==> src/rtl/cpu_defs.sv <==
// Shared CPU definitions: fetch FSM state encoding and the NOP instruction word.
package cpu_defs;

    typedef enum logic [2:0] {
        ST_IDLE = 3'd0,
        ST_WAIT = 3'd1,
        ST_DROP = 3'd2,
        ST_FULL = 3'd3,
        ST_ERR  = 3'd4
    } fetch_state_t;

    localparam logic [31:0] NOP = 32'h0000_0000;

    // A memory read is outstanding in both the normal and the discarding wait.
    function automatic logic req_state(input fetch_state_t s);
        return (s == ST_WAIT) || (s == ST_DROP);
    endfunction

endpackage

==> src/rtl/fetch_timer.sv <==
// Saturating wait-cycle counter guarding an outstanding instruction memory read.
module fetch_timer #(
    parameter int TIMEOUT = 16
) (
    input  logic clk,
    input  logic rst,
    input  logic clear,
    input  logic enable,
    output logic expired
);

    localparam int W = (TIMEOUT < 2) ? 1 : $clog2(TIMEOUT + 1);
    localparam logic [W-1:0] LIMIT = W'(TIMEOUT);
    localparam logic [W-1:0] LAST  = W'(TIMEOUT - 1);

    logic [W-1:0] count;

    // NOTE: sequential state is updated with non-blocking assignments only.
    always_ff @(posedge clk or posedge rst) begin
        if (rst) begin
            count <= '0;
        end else if (clear) begin
            count <= '0;
        end else if (enable && (count != LIMIT)) begin
            count <= count + 1'b1;
        end
    end

    // One more unacknowledged cycle brings the count to TIMEOUT.
    assign expired = (count == LAST);

endmodule

==> src/rtl/inst_fetch.sv <==
// Instruction fetch stage: one outstanding imem read, a one-entry output
// buffer towards decode, flush handling and a sticky memory-timeout error.
module inst_fetch
    import cpu_defs::*;
#(
    parameter int TIMEOUT = 16
) (
    input  logic        clk,
    input  logic        rst,
    input  logic [31:0] pc_in,
    input  logic        flush,
    output logic        imem_req,
    output logic [31:0] imem_addr,
    input  logic        imem_ack,
    input  logic [31:0] imem_rdata,
    output logic        inst_valid,
    input  logic        inst_ready,
    output logic [31:0] inst_out,
    output logic [31:0] inst_pc,
    output logic        fetch_stall,
    output logic        fetch_err
);

    fetch_state_t state, state_next;
    logic         load_addr;
    logic         capture;
    logic         timer_clear;
    logic         timer_en;
    logic         timer_expired;

    fetch_timer #(
        .TIMEOUT(TIMEOUT)
    ) u_timer (
        .clk    (clk),
        .rst    (rst),
        .clear  (timer_clear),
        .enable (timer_en),
        .expired(timer_expired)
    );

    always_ff @(posedge clk or posedge rst) begin
        if (rst) begin
            state <= ST_IDLE;
        end else begin
            state <= state_next;
        end
    end

    // NOTE: every signal driven here gets a default first, so no path infers a latch.
    always_comb begin
        state_next  = state;
        load_addr   = 1'b0;
        capture     = 1'b0;
        timer_clear = 1'b0;
        timer_en    = 1'b0;

        case (state)
            ST_IDLE: begin
                state_next  = ST_WAIT;
                load_addr   = 1'b1;
                timer_clear = 1'b1;
            end

            ST_WAIT: begin
                if (imem_ack) begin
                    if (flush) begin
                        // Returning word belongs to the abandoned path.
                        load_addr   = 1'b1;
                        timer_clear = 1'b1;
                    end else begin
                        state_next = ST_FULL;
                        capture    = 1'b1;
                    end
                end else if (flush) begin
                    // The request cannot be withdrawn; wait it out in DROP.
                    state_next  = ST_DROP;
                    timer_clear = 1'b1;
                end else begin
                    timer_en = 1'b1;
                    if (timer_expired) begin
                        state_next = ST_ERR;
                    end
                end
            end

            ST_DROP: begin
                if (imem_ack) begin
                    state_next  = ST_WAIT;
                    load_addr   = 1'b1;
                    timer_clear = 1'b1;
                end else begin
                    timer_en = 1'b1;
                    if (timer_expired) begin
                        state_next = ST_ERR;
                    end
                end
            end

            ST_FULL: begin
                // flush and a handshake both restart at pc_in; flush wins either way.
                if (flush || inst_ready) begin
                    state_next  = ST_WAIT;
                    load_addr   = 1'b1;
                    timer_clear = 1'b1;
                end
            end

            ST_ERR: begin
                state_next = ST_ERR;
            end

            default: begin
                state_next = ST_IDLE;
            end
        endcase
    end

    always_ff @(posedge clk or posedge rst) begin
        if (rst) begin
            imem_addr <= '0;
            inst_out  <= NOP;
            inst_pc   <= '0;
        end else begin
            if (load_addr) begin
                imem_addr <= pc_in;
            end
            if (capture) begin
                inst_out <= imem_rdata;
                inst_pc  <= imem_addr;
            end
        end
    end

    assign imem_req    = req_state(state);
    assign inst_valid  = (state == ST_FULL);
    assign fetch_stall = (state != ST_IDLE);
    assign fetch_err   = (state == ST_ERR);

endmodule

==> config.mk <==
export PLATFORM = sky130hd
export DESIGN_NAME = inst_fetch
export DESIGN_NICKNAME = d
export VERILOG_FILES = /design/src/rtl/cpu_defs.sv /design/src/rtl/fetch_timer.sv /design/src/rtl/inst_fetch.sv
export SDC_FILE = /design/constraint.sdc
export NUM_CORES = 1
export LEC_CHECK = 0
export CAP_MARGIN = 15
export CORE_UTILIZATION = 40
export CTS_CLUSTER_SIZE = 30
export DETAILED_ROUTE_END_ITERATION = 10
export PLACE_DENSITY_LB_ADDON = 0.25
export SLEW_MARGIN = 20
export SYNTH_ARGS = -nofsm -noshare
export SYNTH_HDL_FRONTEND = slang
export SYNTH_SLANG_ARGS = --single-unit
==> constraint.sdc <==
create_clock -name clk -period 3.35 [get_ports clk]
set_clock_uncertainty 0.2 [all_clocks]
set_input_delay 0.335 -clock clk [delete_from_list [all_inputs] [get_ports clk]]
set_output_delay 0.335 -clock clk [all_outputs]
set_load 0.1 [all_outputs]
[Word level (Yosys, flattened, before mapping)]
Cells that the tools add are included.
Word-level totals
  flip-flop bits (word level): 104
  input port bits: 69
Cells by class
  $add $sub $neg: 1
  mux-type cells: 21
  reduce and logical (&&, ||, !) cells: 7
  equality and inequality tests: 8
Operators with widths (number)
  $mux W3: 6
  $pmux W3 S5: 1
  $mux W5: 2
  $mux W1: 9
  $pmux W1 S4: 2
  $eq A3 B2 Y1 const B: 2
  $add A5 B1 Y5 const B: 1
  $eq A5 B4 Y1 const B: 1
  $ne A5 B5 Y1 const B: 1
  $eq A3 B1 Y1 const B: 1
  $eq A3 B3 Y1 const B: 1
  $logic_not A3 Y1: 1
  $ne A3 B3 Y1 const B: 1
  $reduce_bool A3 Y1: 1
  $logic_or A1 B1 Y1: 2
  $ne A2 B1 Y1 const B: 1
  $pmux W1 S2: 1
  $reduce_and A2 Y1: 1
  $reduce_bool A2 Y1: 1
  $logic_and A1 B1 Y1: 1

[Longest topological paths before layout]
  word-level depth: 6
  mapped depth: 7
  depth with buffers taken out: 6

[Cells and area by module]
A second synthesis with hierarchy kept.
Second synthesis, totals
  cell total of the unflattened synthesis: 269
  area total of the unflattened synthesis: 4424.2 um2
By module, submodules not included
  inst_fetch: times used 1, cells an instance 239, area an instance 4126.5 um2
  fetch_timer: times used 1, cells an instance 30, area an instance 297.8 um2

[Worst setup path after synthesis]
No wires, ideal clock.
  path kind: reg-to-reg
  from: register state[2]
  to: register state[2]
  setup time: 0.081 ns
  data arrival time: 3.089 ns
  slack: -0.020 ns
  buffers on the path: 1
  required time: 3.069 ns
  cell stages (with the launch flop): 4
  path through: dfrtp_1 -> clkbuf_1 -> nor3b_1 -> a31o_2
RTL lines
  start: declaration: line inst_fetch.sv:24  | fetch_state_t state, state_next;
  start signal: assignment: line inst_fetch.sv:45  | state <= state_next;
  $eq A3 B3 Y1
  via fetch_err: line inst_fetch.sv:21  | output logic fetch_err
  $pmux W3 S5: line inst_fetch.sv:57  | case (state)
The timed path passes the listed nets, and every way through them passes these cells.
A chain may end at the register's enable or synchronous reset.

[Final worst setup path]
  from: register state[1]
  to: output fetch_stall
On the way
  cells in the longest elaborated chain, start to end: 1
RTL lines
  $reduce_bool A3 Y1: line inst_fetch.sv:136  | assign fetch_stall = (state != ST_IDLE);
  end: declaration: line inst_fetch.sv:20  | output logic fetch_stall,
No other way between the ends.

==> impl_metrics.tcl <==
set metrics [dict create \
    drt_iter0_drc 49 \
    min_path_type "in -> async" \
    r2r_cells 5 \
    fp.dieH_um 109 \
    drv_cap 0 \
    area_growth_pct 45.1 \
    routed_wl_um 9490 \
    antenna_found_initial 0 \
    drc 0 \
    syn_area_mm2 0.00456 \
    ctsHoldBuffers 0 \
    viasPerCell 4.70 \
    firstDrtPassIters 3 \
    die_area_mm2 0.0118 \
    overflow 0 \
    post_cts_buffers 0 \
    fin_crit_sh_pct 81.0 \
    worstPathArrival_ns 2.18 \
    cts_resized 0 \
    track_usage_pct 16.2 \
    synth_nets 339 \
    clockBufferDepth 2 \
    use_met3_pct 3.95 \
    clock_latency_ns 0.33 \
    grt.met2_usage_pct 26.9 \
    initial_utilization_pct 41.5 \
    avgSynthCellArea_um2 17.1 \
    ant_nets 0 \
    cts-htree-levels 3 \
    hold_ws_ns 0.166 \
    synth_seq_cells 104 \
    netlist_instances 267 \
    grt_pass1_vias 2835 \
    async_reset_ff_share_pct 100 \
    seq_area_frac_synth_pct 57.0 \
    finalHoldViolCount 0 \
    period_needed_ns 2.71 \
    cts_tree "done" \
    clockRootBuffer "clkbuf_16" \
    path_max_fanout 9 \
    yosysUniqueCellTypes 36 \
    clock.fmax_mhz 369 \
    worst_slack_ns 0.637 \
    core_mm2 0.0110 \
    ys_warn_count 0 \
    gp_congestion 0.815 \
    num_vias 2738 \
    cts_inserted_buffers 9 \
    cp-start-kind "register" \
    io_buffers 168 \
    required_ns 2.81 \
    rows 38 \
    grt_setup_unrepaired "false" \
    worstReg2RegEnd "imem_addr[30]$_DFFE_PP0P_" \
    grt-busiest-layer "met2" \
    globalRouteMet1Util_pct 20.4 \
    dp_hpwl_um 6680 \
    post-place-ws_ns 0.856 \
    finalSetupTns_ns 0 \
    r2r-start "state[1]$_DFFE_PP0P_" \
    cts.sinks 104 \
    nets 510 \
    tightest_slew_ns 1.01 \
    grt_max_degree 70 \
    worst_setup_path_end_kind "output port" \
    critPathKind "reg -> out" \
    finalSetupViolations 0 \
    status "finished, final reports clean" \
    avgRoutedWirePerCell_um 16.3 \
    die_width_um 109 \
    synth_edf_count 0 \
    rrSetupSlack_ns 1.12 \
    grt_pass1_wl_um 14600 \
    diodes 0 \
    synthFlopType "dfrtp_1" \
    top_level_ports 169 \
    drive_above_1_share_pct 30.5 \
    max-slew-margin-rel_pct 32.5 \
    slew_violations 0 \
    clkTransAtPathRegs_ns 0.07 \
]
cells in the final DEF, fill, tap and decap left out, types with 2 or more instances in the layout:
cell	netlist	final
o21ai_0	3	3
and3_1	2	2
ha_1	3	3
xor2_1	2	2
dfrtp_1	104	104
inv_1	6	5
buf_12	3	2
nor3b_2	1	2
nand2_1	2	2
and2b_1	2	2
nor2_1	10	10
buf_4	1	12
mux2_4	90	90
mux2_2	6	6
clkbuf_8	0	2
nand2b_4	2	2
clkbuf_16	0	9
clkdlybuf4s50_1	0	159
a21oi_1	3	3
mux2i_1	2	2
how the worst max path moves through the flow:
stage                         startpoint  slack, ns                         to
floorplan                            rst       0.08   imem_addr[0]$_DFFE_PP0P_
global placement                   flush       0.90  imem_addr[29]$_DFFE_PP0P_
detailed placement                 flush       0.86  imem_addr[29]$_DFFE_PP0P_
CTS                 state[1]$_DFFE_PP0P_       0.62                fetch_stall
global route        state[1]$_DFFE_PP0P_       0.58                fetch_stall
finish              state[1]$_DFFE_PP0P_       0.64                fetch_stall
stage by stage:
stage	util, %	cell area [um^2]	std cells
floorplan	-	4570	267
global placement	57.5	6320	567
detailed placement	57.5	6320	567
CTS	60.3	6620	582
global route	60.3	6620	582
finish	60.3	6620	582
critical path, cell delays in order (launching register included):
cell,delay (ns)
dfrtp_1,0.50
or3_1,0.38
clkdlybuf4s50_1,0.97
Yosys cell counts (all sizes together), types with 2 or more instances:
cell    count  area, um^2
o211ai      2        20.0
mux2       96        1420
a21oi       4        23.8
dfrtp     104        2600
and3        2        12.5
nor2       10        37.5
inv         6        22.5
and2b       2        15.0
nand2       2        7.51
ha          3        37.5
o21ai       3        15.0
nor3b       2        20.0
buf        12         151
nor2b       2        15.0
nand2b      2        27.5
xor2        2        17.5
mux2i       2        20.0
metal layers:
| layer | vias to the layer above | share of wire (%) |
|---|---|---|
| met5 | - | 0 |
| met4 | 0 | 1.3 |
| met3 | 9 | 7.2 |
| met2 | 108 | 47 |
| met1 | 1351 | 44 |
| li1 | 1270 | - |
layout make-up:
cell class / instances / area [um^2]
Fill cell: 865 / 4360
Clock buffer: 11 / 253
Tap cell: 140 / 175
Multi-Input combinational cell: 144 / 1790
Inverter: 6 / 25.0
Sequential cell: 104 / 2600
Clock inverter: 4 / 52.6
Timing Repair Buffer: 173 / 1720
kinds of logic after synthesis:
group / count (synthesis) / share of synthesized area, %
XOR/XNOR: 3 / 0.576
AO/OA/AOI/OAI: 15 / 2.39
adder cells (fa/ha/maj): 3 / 0.823
multiplexers: 98 / 31.5
buffers and inverters: 19 / 3.89
AND/OR/NAND/NOR: 25 / 3.73
flip-flops: 104 / 57.0
flip-flops by register name, indices dropped and copies added (netlist names):
signal and cells:
inst_out 32, state 3, imem_addr 32, inst_pc 32, u_timer.count 5
Power is not shown: default switching activity piles up to over one toggle a cycle in this logic, so the estimate is an artifact.
